===== src/rtl/multicycle_core_if.sv =====
// Instruction-fetch and shared-DRAM bus of one multicycle core.
// The core drives the master side; IRAM and the DRAM arbiter sit on the slave side.
interface multicycle_core_if #(
    parameter int DATA_W  = 16,
    parameter int PC_W    = 8,
    parameter int DRAM_AW = 8
);
    logic [PC_W-1:0]    iram_addr;
    logic [15:0]        iram_in;
    logic               dram_req;
    logic               dram_we;
    logic [DRAM_AW-1:0] dram_addr;
    logic [DATA_W-1:0]  dram_out;
    logic [DATA_W-1:0]  dram_in;
    logic               dram_ack;

    modport master (
        output iram_addr, dram_req, dram_we, dram_addr, dram_out,
        input  iram_in, dram_in, dram_ack
    );

    modport slave (
        input  iram_addr, dram_req, dram_we, dram_addr, dram_out,
        output iram_in, dram_in, dram_ack
    );
endinterface


===== src/rtl/multicycle_core.sv =====
// Self-sequenced core: FETCH/DECODE/EXEC(/MEM) gives 3 cycles per op, 4+wait for loads/stores held until dram_ack.
// MULTICYCLE_CORE_PERF_EN adds saturating retired_cnt/stall_cnt outputs; the default build has neither.
module multicycle_core #(
    parameter int DATA_W  = 16,
    parameter int PC_W    = 8,
    parameter int DRAM_AW = 8
) (
    input  logic              clock,
    input  logic              reset,
    multicycle_core_if.master bus,
    output logic [PC_W-1:0]   pc_out,
    output logic [15:0]       ir_out,
    output logic [1:0]        flags_out,
    output logic              halted,
    input  logic [1:0]        dbg_sel,
    output logic [DATA_W-1:0] dbg_reg
`ifdef MULTICYCLE_CORE_PERF_EN
    ,
    output logic [31:0]       retired_cnt,
    output logic [31:0]       stall_cnt
`endif
);

    typedef enum logic [2:0] {
        S_FETCH, S_DECODE, S_EXEC, S_MEM, S_HALT
    } state_t;

    typedef enum logic [3:0] {
        OP_NOP, OP_LDI, OP_LOAD, OP_STORE, OP_ADD, OP_SUB, OP_AND, OP_OR,
        OP_XOR, OP_SHL, OP_SHR, OP_JMP, OP_JZ, OP_JC, OP_MOV, OP_HALT
    } op_t;

    state_t              state_q;
    logic [PC_W-1:0]     pc_q;
    logic [15:0]         ir_q;
    logic [DATA_W-1:0]   rf_q [4];
    logic [1:0]          flags_q;     // {C, Z}
    logic                halted_q;
    logic                dram_req_q;
    logic                dram_we_q;
    logic [DRAM_AW-1:0]  dram_addr_q;
    logic [DATA_W-1:0]   dram_out_q;

    op_t                 op;
    logic [1:0]          rd;
    logic [1:0]          rs;
    logic [7:0]          imm;
    logic [DATA_W-1:0]   opa;
    logic [DATA_W-1:0]   opb;
    logic [DATA_W:0]     alu_d;       // {carry, result}
    logic                jump_d;

    assign op  = op_t'(ir_q[15:12]);
    assign rd  = ir_q[11:10];
    assign rs  = ir_q[9:8];
    assign imm = ir_q[7:0];
    assign opa = rf_q[rd];
    assign opb = rf_q[rs];

    // Top bit of the widened result is carry (ADD), borrow (SUB) or the bit shifted out.
    always_comb begin
        alu_d = '0;
        case (op)
            OP_ADD:  alu_d = {1'b0, opa} + {1'b0, opb};
            OP_SUB:  alu_d = {1'b0, opa} - {1'b0, opb};
            OP_AND:  alu_d = {1'b0, opa & opb};
            OP_OR:   alu_d = {1'b0, opa | opb};
            OP_XOR:  alu_d = {1'b0, opa ^ opb};
            OP_SHL:  alu_d = {opa, 1'b0};
            OP_SHR:  alu_d = {opa[0], 1'b0, opa[DATA_W-1:1]};
            default: alu_d = '0;
        endcase
    end

    always_comb begin
        jump_d = 1'b0;
        case (op)
            OP_JMP:  jump_d = 1'b1;
            OP_JZ:   jump_d = flags_q[0];
            OP_JC:   jump_d = flags_q[1];
            default: jump_d = 1'b0;
        endcase
    end

    always_ff @(posedge clock) begin
        if (reset) begin
            state_q     <= S_FETCH;
            pc_q        <= '0;
            ir_q        <= '0;
            for (int i = 0; i < 4; i++) rf_q[i] <= '0;
            flags_q     <= '0;
            halted_q    <= 1'b0;
            dram_req_q  <= 1'b0;
            dram_we_q   <= 1'b0;
            dram_addr_q <= '0;
            dram_out_q  <= '0;
        end else begin
            case (state_q)
                S_FETCH: state_q <= S_DECODE;
                S_DECODE: begin
                    ir_q    <= bus.iram_in;
                    pc_q    <= pc_q + PC_W'(1);
                    state_q <= S_EXEC;
                end
                S_EXEC: begin
                    state_q <= S_FETCH;
                    case (op)
                        OP_LDI: rf_q[rd] <= DATA_W'(imm);
                        OP_LOAD, OP_STORE: begin
                            dram_req_q  <= 1'b1;
                            dram_we_q   <= (op == OP_STORE);
                            dram_addr_q <= DRAM_AW'(imm);
                            dram_out_q  <= opa;
                            state_q     <= S_MEM;
                        end
                        OP_ADD, OP_SUB, OP_AND, OP_OR, OP_XOR, OP_SHL, OP_SHR: begin
                            rf_q[rd] <= alu_d[DATA_W-1:0];
                            flags_q  <= {alu_d[DATA_W], alu_d[DATA_W-1:0] == '0};
                        end
                        OP_JMP, OP_JZ, OP_JC: begin
                            if (jump_d) pc_q <= PC_W'(imm);
                        end
                        OP_MOV: rf_q[rd] <= opb;
                        OP_HALT: begin
                            state_q  <= S_HALT;
                            halted_q <= 1'b1;
                        end
                        default: ;
                    endcase
                end
                S_MEM: begin
                    if (bus.dram_ack) begin
                        if (!dram_we_q) rf_q[rd] <= bus.dram_in;
                        dram_req_q <= 1'b0;
                        state_q    <= S_FETCH;
                    end
                end
                S_HALT: ;
                default: state_q <= S_FETCH;
            endcase
        end
    end

`ifdef MULTICYCLE_CORE_PERF_EN
    logic [31:0] retired_q;
    logic [31:0] stall_q;
    logic        retire_d;

    assign retire_d = ((state_q == S_EXEC) && !(op inside {OP_LOAD, OP_STORE, OP_HALT}))
                   || ((state_q == S_MEM) && bus.dram_ack);

    always_ff @(posedge clock) begin
        if (reset) begin
            retired_q <= '0;
            stall_q   <= '0;
        end else begin
            if (retire_d && (retired_q != '1)) retired_q <= retired_q + 32'd1;
            if ((state_q == S_MEM) && !bus.dram_ack && (stall_q != '1)) stall_q <= stall_q + 32'd1;
        end
    end

    assign retired_cnt = retired_q;
    assign stall_cnt   = stall_q;
`endif

    assign bus.iram_addr = pc_q;
    assign bus.dram_req  = dram_req_q;
    assign bus.dram_we   = dram_we_q;
    assign bus.dram_addr = dram_addr_q;
    assign bus.dram_out  = dram_out_q;
    assign pc_out        = pc_q;
    assign ir_out        = ir_q;
    assign flags_out     = flags_q;
    assign halted        = halted_q;
    assign dbg_reg       = rf_q[dbg_sel];

endmodule


===== src/flat_wrapper.sv =====
// flat-port wrapper written by rule: the top's interface ports become plain ports
module multicycle_core_flat 
#(
    parameter int DATA_W  = 16,
    parameter int PC_W    = 8,
    parameter int DRAM_AW = 8
)
  (clock, reset, pc_out, ir_out, flags_out, halted, dbg_sel, dbg_reg, bus_iram_addr, bus_dram_req, bus_dram_we, bus_dram_addr, bus_dram_out, bus_iram_in, bus_dram_in, bus_dram_ack);
  multicycle_core_if #(.DATA_W(DATA_W), .PC_W(PC_W), .DRAM_AW(DRAM_AW)) bus_i ();
  input  logic clock;
  input  logic reset;
  output logic [PC_W-1:0] pc_out;
  output logic [15:0] ir_out;
  output logic [1:0] flags_out;
  output logic halted;
  input  logic [1:0] dbg_sel;
  output logic [DATA_W-1:0] dbg_reg;
  output wire logic [$bits(bus_i.iram_addr)-1:0] bus_iram_addr;
  output wire logic [$bits(bus_i.dram_req)-1:0] bus_dram_req;
  output wire logic [$bits(bus_i.dram_we)-1:0] bus_dram_we;
  output wire logic [$bits(bus_i.dram_addr)-1:0] bus_dram_addr;
  output wire logic [$bits(bus_i.dram_out)-1:0] bus_dram_out;
  input wire logic [$bits(bus_i.iram_in)-1:0] bus_iram_in;
  input wire logic [$bits(bus_i.dram_in)-1:0] bus_dram_in;
  input wire logic [$bits(bus_i.dram_ack)-1:0] bus_dram_ack;
  assign bus_iram_addr = bus_i.iram_addr;
  assign bus_dram_req = bus_i.dram_req;
  assign bus_dram_we = bus_i.dram_we;
  assign bus_dram_addr = bus_i.dram_addr;
  assign bus_dram_out = bus_i.dram_out;
  assign bus_i.iram_in = bus_iram_in;
  assign bus_i.dram_in = bus_dram_in;
  assign bus_i.dram_ack = bus_dram_ack;
  multicycle_core #(.DATA_W(DATA_W), .PC_W(PC_W), .DRAM_AW(DRAM_AW)) u_core (.clock(clock), .reset(reset), .bus(bus_i), .pc_out(pc_out), .ir_out(ir_out), .flags_out(flags_out), .halted(halted), .dbg_sel(dbg_sel), .dbg_reg(dbg_reg));
endmodule

===== config.mk =====
export PLATFORM = sky130hd
export DESIGN_NAME = multicycle_core_flat
export DESIGN_NICKNAME = d
export VERILOG_FILES = /design/src/rtl/multicycle_core_if.sv /design/src/rtl/multicycle_core.sv /design/src/flat_wrapper.sv
export SDC_FILE = /design/constraint.sdc
export NUM_CORES = 1
export LEC_CHECK = 0
export CAP_MARGIN = 20
export CORE_UTILIZATION = 45
export CTS_CLUSTER_SIZE = 14
export DETAILED_ROUTE_END_ITERATION = 6
export GPL_TIMING_DRIVEN = 0
export PLACE_DENSITY = 0.78
export SLEW_MARGIN = 10
export SYNTH_ARGS = -nofsm -noshare
export SYNTH_HDL_FRONTEND = slang
export SYNTH_SLANG_ARGS = --single-unit
export TNS_END_PERCENT = 50

===== constraint.sdc =====
create_clock -name clock -period 4.9 [get_ports clock]
set_input_delay 1.225 -clock clock [delete_from_list [all_inputs] [get_ports clock]]
set_output_delay 1.225 -clock clock [all_outputs]
set_load 0.1 [all_outputs]

# [Word level (Yosys, flattened, before mapping)]
# Memory sizes are Yosys's and may differ from the RTL's. A register that Yosys moved wholly into a read port is not among the register bits.
# Cells that the tools add are included.
# Widths: inputs -> output; s select.
[word_totals] regBits=56 out_inout_bits=77 wordCells=97 inputBits=37 rom_bits=0 latchBits=0 n_memories=1 ram_bits=64
[memory_table] memory="u_core.rf_q" depth=4 word_bits=16 rd=3 rd_ports_with_merged_regs=2 write_ports=4 line="multicycle_core.sv:36" text="logic [DATA_W-1:0] rf_q [4];"
[op_classes] reduce_logical=14 mux=40 n_addsub=3 mul=0 n_shift=0 n_bitwise=7 eq_ne=23 order_cmp=0 div_mod_pow=0
[op_table] op="$pmux 17 s7" n=1
[op_table] op="$mux 16" n=4
[op_table] op="$eq 4x4->1 const B" n=8
[op_table] op="$mux 1" n=22
[op_table] op="$add 16x16->17" n=1
[op_table] op="$sub 16x16->17" n=1
[op_table] op="$and 16x16->16" n=1
[op_table] op="$eq 4x3->1 const B" n=4
[op_table] op="$logic_not 16->1" n=1
[op_table] op="$mux 8" n=2
[op_table] op="$or 16x16->16" n=1
[op_table] op="$pmux 8 s2" n=1
[op_table] op="$reduce_or 16->1" n=1
[op_table] op="$xor 16x16->16" n=1
[op_table] op="$pmux 3 s5" n=1
[op_table] op="$mux 2" n=5
[op_table] op="$add 8x1->8 const B" n=1
[op_table] op="$eq 4x2->1 const B" n=2
[op_table] op="$reduce_and 2->1" n=4
[op_table] op="$reduce_or 7->1" n=1
[op_table] op="$eq 3x2->1 const B" n=2
[op_table] op="$pmux 3 s2" n=1
[op_table] op="$reduce_and 3->1" n=2
[op_table] op="$eq 4x1->1 const B" n=1
[op_table] op="other kinds (13)" n=18

# [Depth between registers and ports, before layout]
[depth] ltp_word=11 ltp_mapped=19 depth_no_buf=17

# [Worst setup path after synthesis]
# No wires, ideal clock.
[synth_path] path_type="register to register" startpoint="register u_core.ir_q[14], in the netlist u_core.ir_out[14]" endpoint="memory u_core.rf_q[1][15], data pin" n_path_buf=2 arrival_time_ns=4.289 slack_ns=0.346 setup_time_ns=0.265 required_ns=4.635 synth_period_minus_slack_ns=4.554 stages_incl_launch_ff=18 cell_sequence="dfxtp_1 nor3b_1 nand2_1 clkbuf_1 o31a_1 nor2_4 nand2_2 xnor2_1 ha_1 clkbuf_1 a21oi_1 nand2_1 a21o_1 a21o_1 or3_1 a31oi_1 o21a_1 nor2_1"
[synth_rtl] element="from (decl)" line="multicycle_core.sv:35" text="logic [15:0] ir_q;"
[synth_rtl] element="from (signal assigned)" line="multicycle_core.sv:101" text="ir_q <= bus.iram_in;"
[synth_rtl] element="to (decl)" line="multicycle_core.sv:36"

==> results_dict.tcl <==
set metrics [dict create \
    firstDrtPassIters 7 \
    numCtsBuffers 17 \
    antenna_found_initial 0 \
    synth_top_area_share_pct 22.7 \
    clk_latency_ns 0.43 \
    vias_per_cell 6.19 \
    crit_end "u_core.rf_q[2][7]$_SDFFCE_PN0P_" \
    yosys-top-cells-area "edfxtp_1 23%, dfxtp_1 14%, mux4_2 13%" \
    final_nets 1122 \
    path_cells "buf_6 > mux4_2 > inv_1 > ha_1 > or3b_1 > nand2_1 > xnor2_1 > ha_1 > or2_1 > a31oi_1 > and2_1 > o21ai_0 > a21oi_1 > a2111oi_0 > a221oi_1 > nor2_1" \
    final_cell_mix "135 x nand2_1, 101 x clkdlybuf4s50_1, 95 x nor2_1, 66 x a21oi_1, 64 x edfxtp_1" \
    vias 7881 \
    cts_root_buf "clkbuf_16" \
    cap_violations 0 \
    synth_flop_cell "edfxtp_1" \
    slew_headroom_pct 29.6 \
    crit_required_ns 5.05 \
    skew_ns 0.0156 \
    ys_ff_latch 124 \
    cts_tree "yes" \
    worstRegToRegCells 16 \
    powerDensity_mw_per_mm2 322 \
    htreeDepth 4 \
    path_clk_slew_ns 0.06 \
    drv_slew 0 \
    grt_pass1_wl_mm 41.6 \
    max_freq_mhz 210 \
    wl_per_cell_um 21.6 \
    rows 49 \
    crit_slowest_cell "mux4_2" \
    grt_max_degree 17 \
    worst_hold_slack_ns 0.457 \
    p_leak_nw 3.88 \
    syn_avg_cell_area_sq_um 9.41 \
    cpPeakStageDelay_ns 0.59 \
    setup_viol 0 \
    path_class "reg2reg" \
    initialDrtViolationCount 1052 \
    tightest_slew_ns 1.05 \
    vdd_drop_max_v 0.000286 \
    clock-sinks 124 \
    hold_path.class "reg2reg" \
    ys.warnings.count 0 \
    die_height_um 139 \
    yosysSeqAreaShare_pct 36.9 \
    area_delta_synth_final_pct 24.3 \
    ios 114 \
    syn-cell-area_sq_mm 0.00847 \
    grt_use_total_pct 28.4 \
    crit_fanout 7 \
    ys_types 74 \
    drc_errors 2 \
    multi_input_comb_area_sq_mm 0.00491 \
    die_w_um 139 \
    crit_arrival_ns 4.90 \
    crit_buf_inv 2 \
    synth_edf_count 64 \
    violations "DRC" \
    final_common_cell "nand2_1" \
    grt_pass1_vias 7389 \
    cts_hold_buf 0 \
    fillers 1509 \
    port_buffers 111 \
    critical_path.top_delay_family "compound AO/OA/AOI/OAI gates" \
    syn_inst 900 \
    gp_congestion 0.968 \
    r2r_setup_slack_ns 0.15 \
    worst-path-stages 16 \
    hold_path_depth 2 \
    hold_viol 0 \
    wirelength_mm 27.5 \
    utilization_pct 57.8 \
    overflow 0 \
    synth_nets 990 \
    outcome "finished with violations" \
    clockBufferDepth 2 \
    dpl.hpwl_mm 20.1 \
    crit_top_cell "ha_1" \
    stdcell_area_sq_mm 0.0105 \
    synth_top_cell_by_area "edfxtp_1" \
    start_util_pct 46.5 \
    synth-async-reset-ratio_pct 0 \
    ant_nets 0 \
    period_share_pct 97.0 \
    start_kind "flop" \
    grt_setup_unrepaired "no" \
    layout-drive-gt1-share_pct 12.1 \
    placed_cell_area_sq_mm 0.00986 \
    fin_crit_ns 4.75 \
    core_region_area_sq_mm 0.0182 \
    register_area_sq_mm 0.00312 \
    end_kind "flop" \
    dieArea_sq_mm 0.0194 \
    antenna_cells 0 \
    reg2reg_to "u_core.rf_q[2][7]$_SDFFCE_PN0P_" \
]
layer usage:
layer,GRT usage (%),wire (um),up-vias
met4,15.1,1190,0
li1,-,-,3572
met2,44.9,12800,498
met1,37.4,10800,3727
met3,4.87,2720,84
met5,0,0,-
metrics by stage:
stage	total power [W]	TNS, ns	worst slack (ns)	cells
detailed placement	0.00212	-4.64	-0.395	1240
CTS	0.00336	0	0.0126	1271
global route	0.00350	0	0.00972	1274
floorplan	0.00187	0	0.346	900
finish	0.00339	0	0.146	1274
global placement	0.00211	-4.95	-0.407	1240
sequential cells by signal, indices dropped and copies added (netlist names), named ones only:
name and cells:
u_core.flags_out 2, u_core.bus.dram_req 1, u_core.bus.dram_we 1, u_core.halted 1, u_core.state_q 3, u_core.rf_q 64
u_core.bus.dram_addr 8, u_core.ir_out 16, u_core.bus.dram_out 16, u_core.bus.iram_addr 8
worst min-delay path by stage:
stage	end	startpoint
floorplan	u_core.state_q[2]$_SDFFE_PP0P_	u_core.state_q[0]$_SDFFE_PP0P_
global placement	u_core.bus.dram_addr[0]$_SDFFE_PP0P_	u_core.bus.dram_addr[0]$_SDFFE_PP0P_
finish	u_core.bus.dram_addr[0]$_SDFFE_PP0P_	u_core.bus.dram_addr[0]$_SDFFE_PP0P_
global route	u_core.bus.dram_out[3]$_SDFFE_PP0P_	u_core.bus.dram_out[3]$_SDFFE_PP0P_
CTS	u_core.bus.dram_addr[0]$_SDFFE_PP0P_	u_core.bus.dram_addr[0]$_SDFFE_PP0P_
detailed placement	u_core.bus.dram_addr[0]$_SDFFE_PP0P_	u_core.bus.dram_addr[0]$_SDFFE_PP0P_
layout make-up:
type                            count  area share [%]
Multi-Input combinational cell    656            46.6
Tap cell                          229            2.72
Timing Repair Buffer              115            10.7
Sequential cell                   124            29.7
Clock inverter                     14            1.37
Inverter                           54            1.93
Clock buffer                       18            4.17
Buffer                             64            2.83
worst reg2reg max path, cell delays in order (launching register included):
cell,delay [ns]
dfxtp_1,0.32
buf_6,0.16
mux4_2,0.60
inv_1,0.13
ha_1,0.18
or3b_1,0.37
nand2_1,0.11
xnor2_1,0.15
ha_1,0.30
or2_1,0.24
a31oi_1,0.31
and2_1,0.22
o21ai_0,0.11
a21oi_1,0.33
a2111oi_0,0.23
a221oi_1,0.59
nor2_1,0.13
kinds of logic after synthesis:
kind of cell    count (synthesis)  synth area share, %
compound gates                213                 16.9
xor+xnor                       19                 1.97
fa+ha+maj                      53                 7.92
buf+inv                       120                 5.90
flops                         124                 36.9
mux                            56                 13.7
simple gates                  315                 16.7
repair_timing:
| action | in CTS | in global routing |
|---|---|---|
| endpoints found under the setup margin | 26 | 25 |
| resized for setup | 17 | 8 |
| buffers inserted | 0 | 4 |
| pin swaps | 0 | 2 |
report_power, final:
group	switching [W]	total (W)	internal (W)	leakage (nW)
clock network	0.000485	0.00124	0.000759	0.268
logic	0.000651	0.000973	0.000322	2.47
registers	0.0000424	0.00117	0.00113	1.15
total	0.00118	0.00339	0.00221	3.88
Yosys cell counts, types with 4 or more instances:
cell / instances
o21ai_1: 8
a21o_1: 7
a31oi_1: 5
clkbuf_1: 45
dfxtp_1: 60
nor3_1: 18
o21ai_0: 23
xnor2_1: 17
o21a_1: 10
nand3_1: 12
nand2_1: 135
o311ai_0: 4
nand2b_1: 9
buf_4: 8
nand4_1: 7
or3_1: 5
a211oi_1: 7
a22oi_1: 22
o211ai_1: 6
a21oi_1: 68
buf_2: 9
inv_1: 52
mux4_2: 48
mux2i_1: 7
o22ai_1: 4
edfxtp_1: 64
nor2b_1: 5
nor2_1: 95
and2_1: 4
a221oi_1: 14
ha_1: 52
Note: power is estimated with default switching activity, not from simulation.
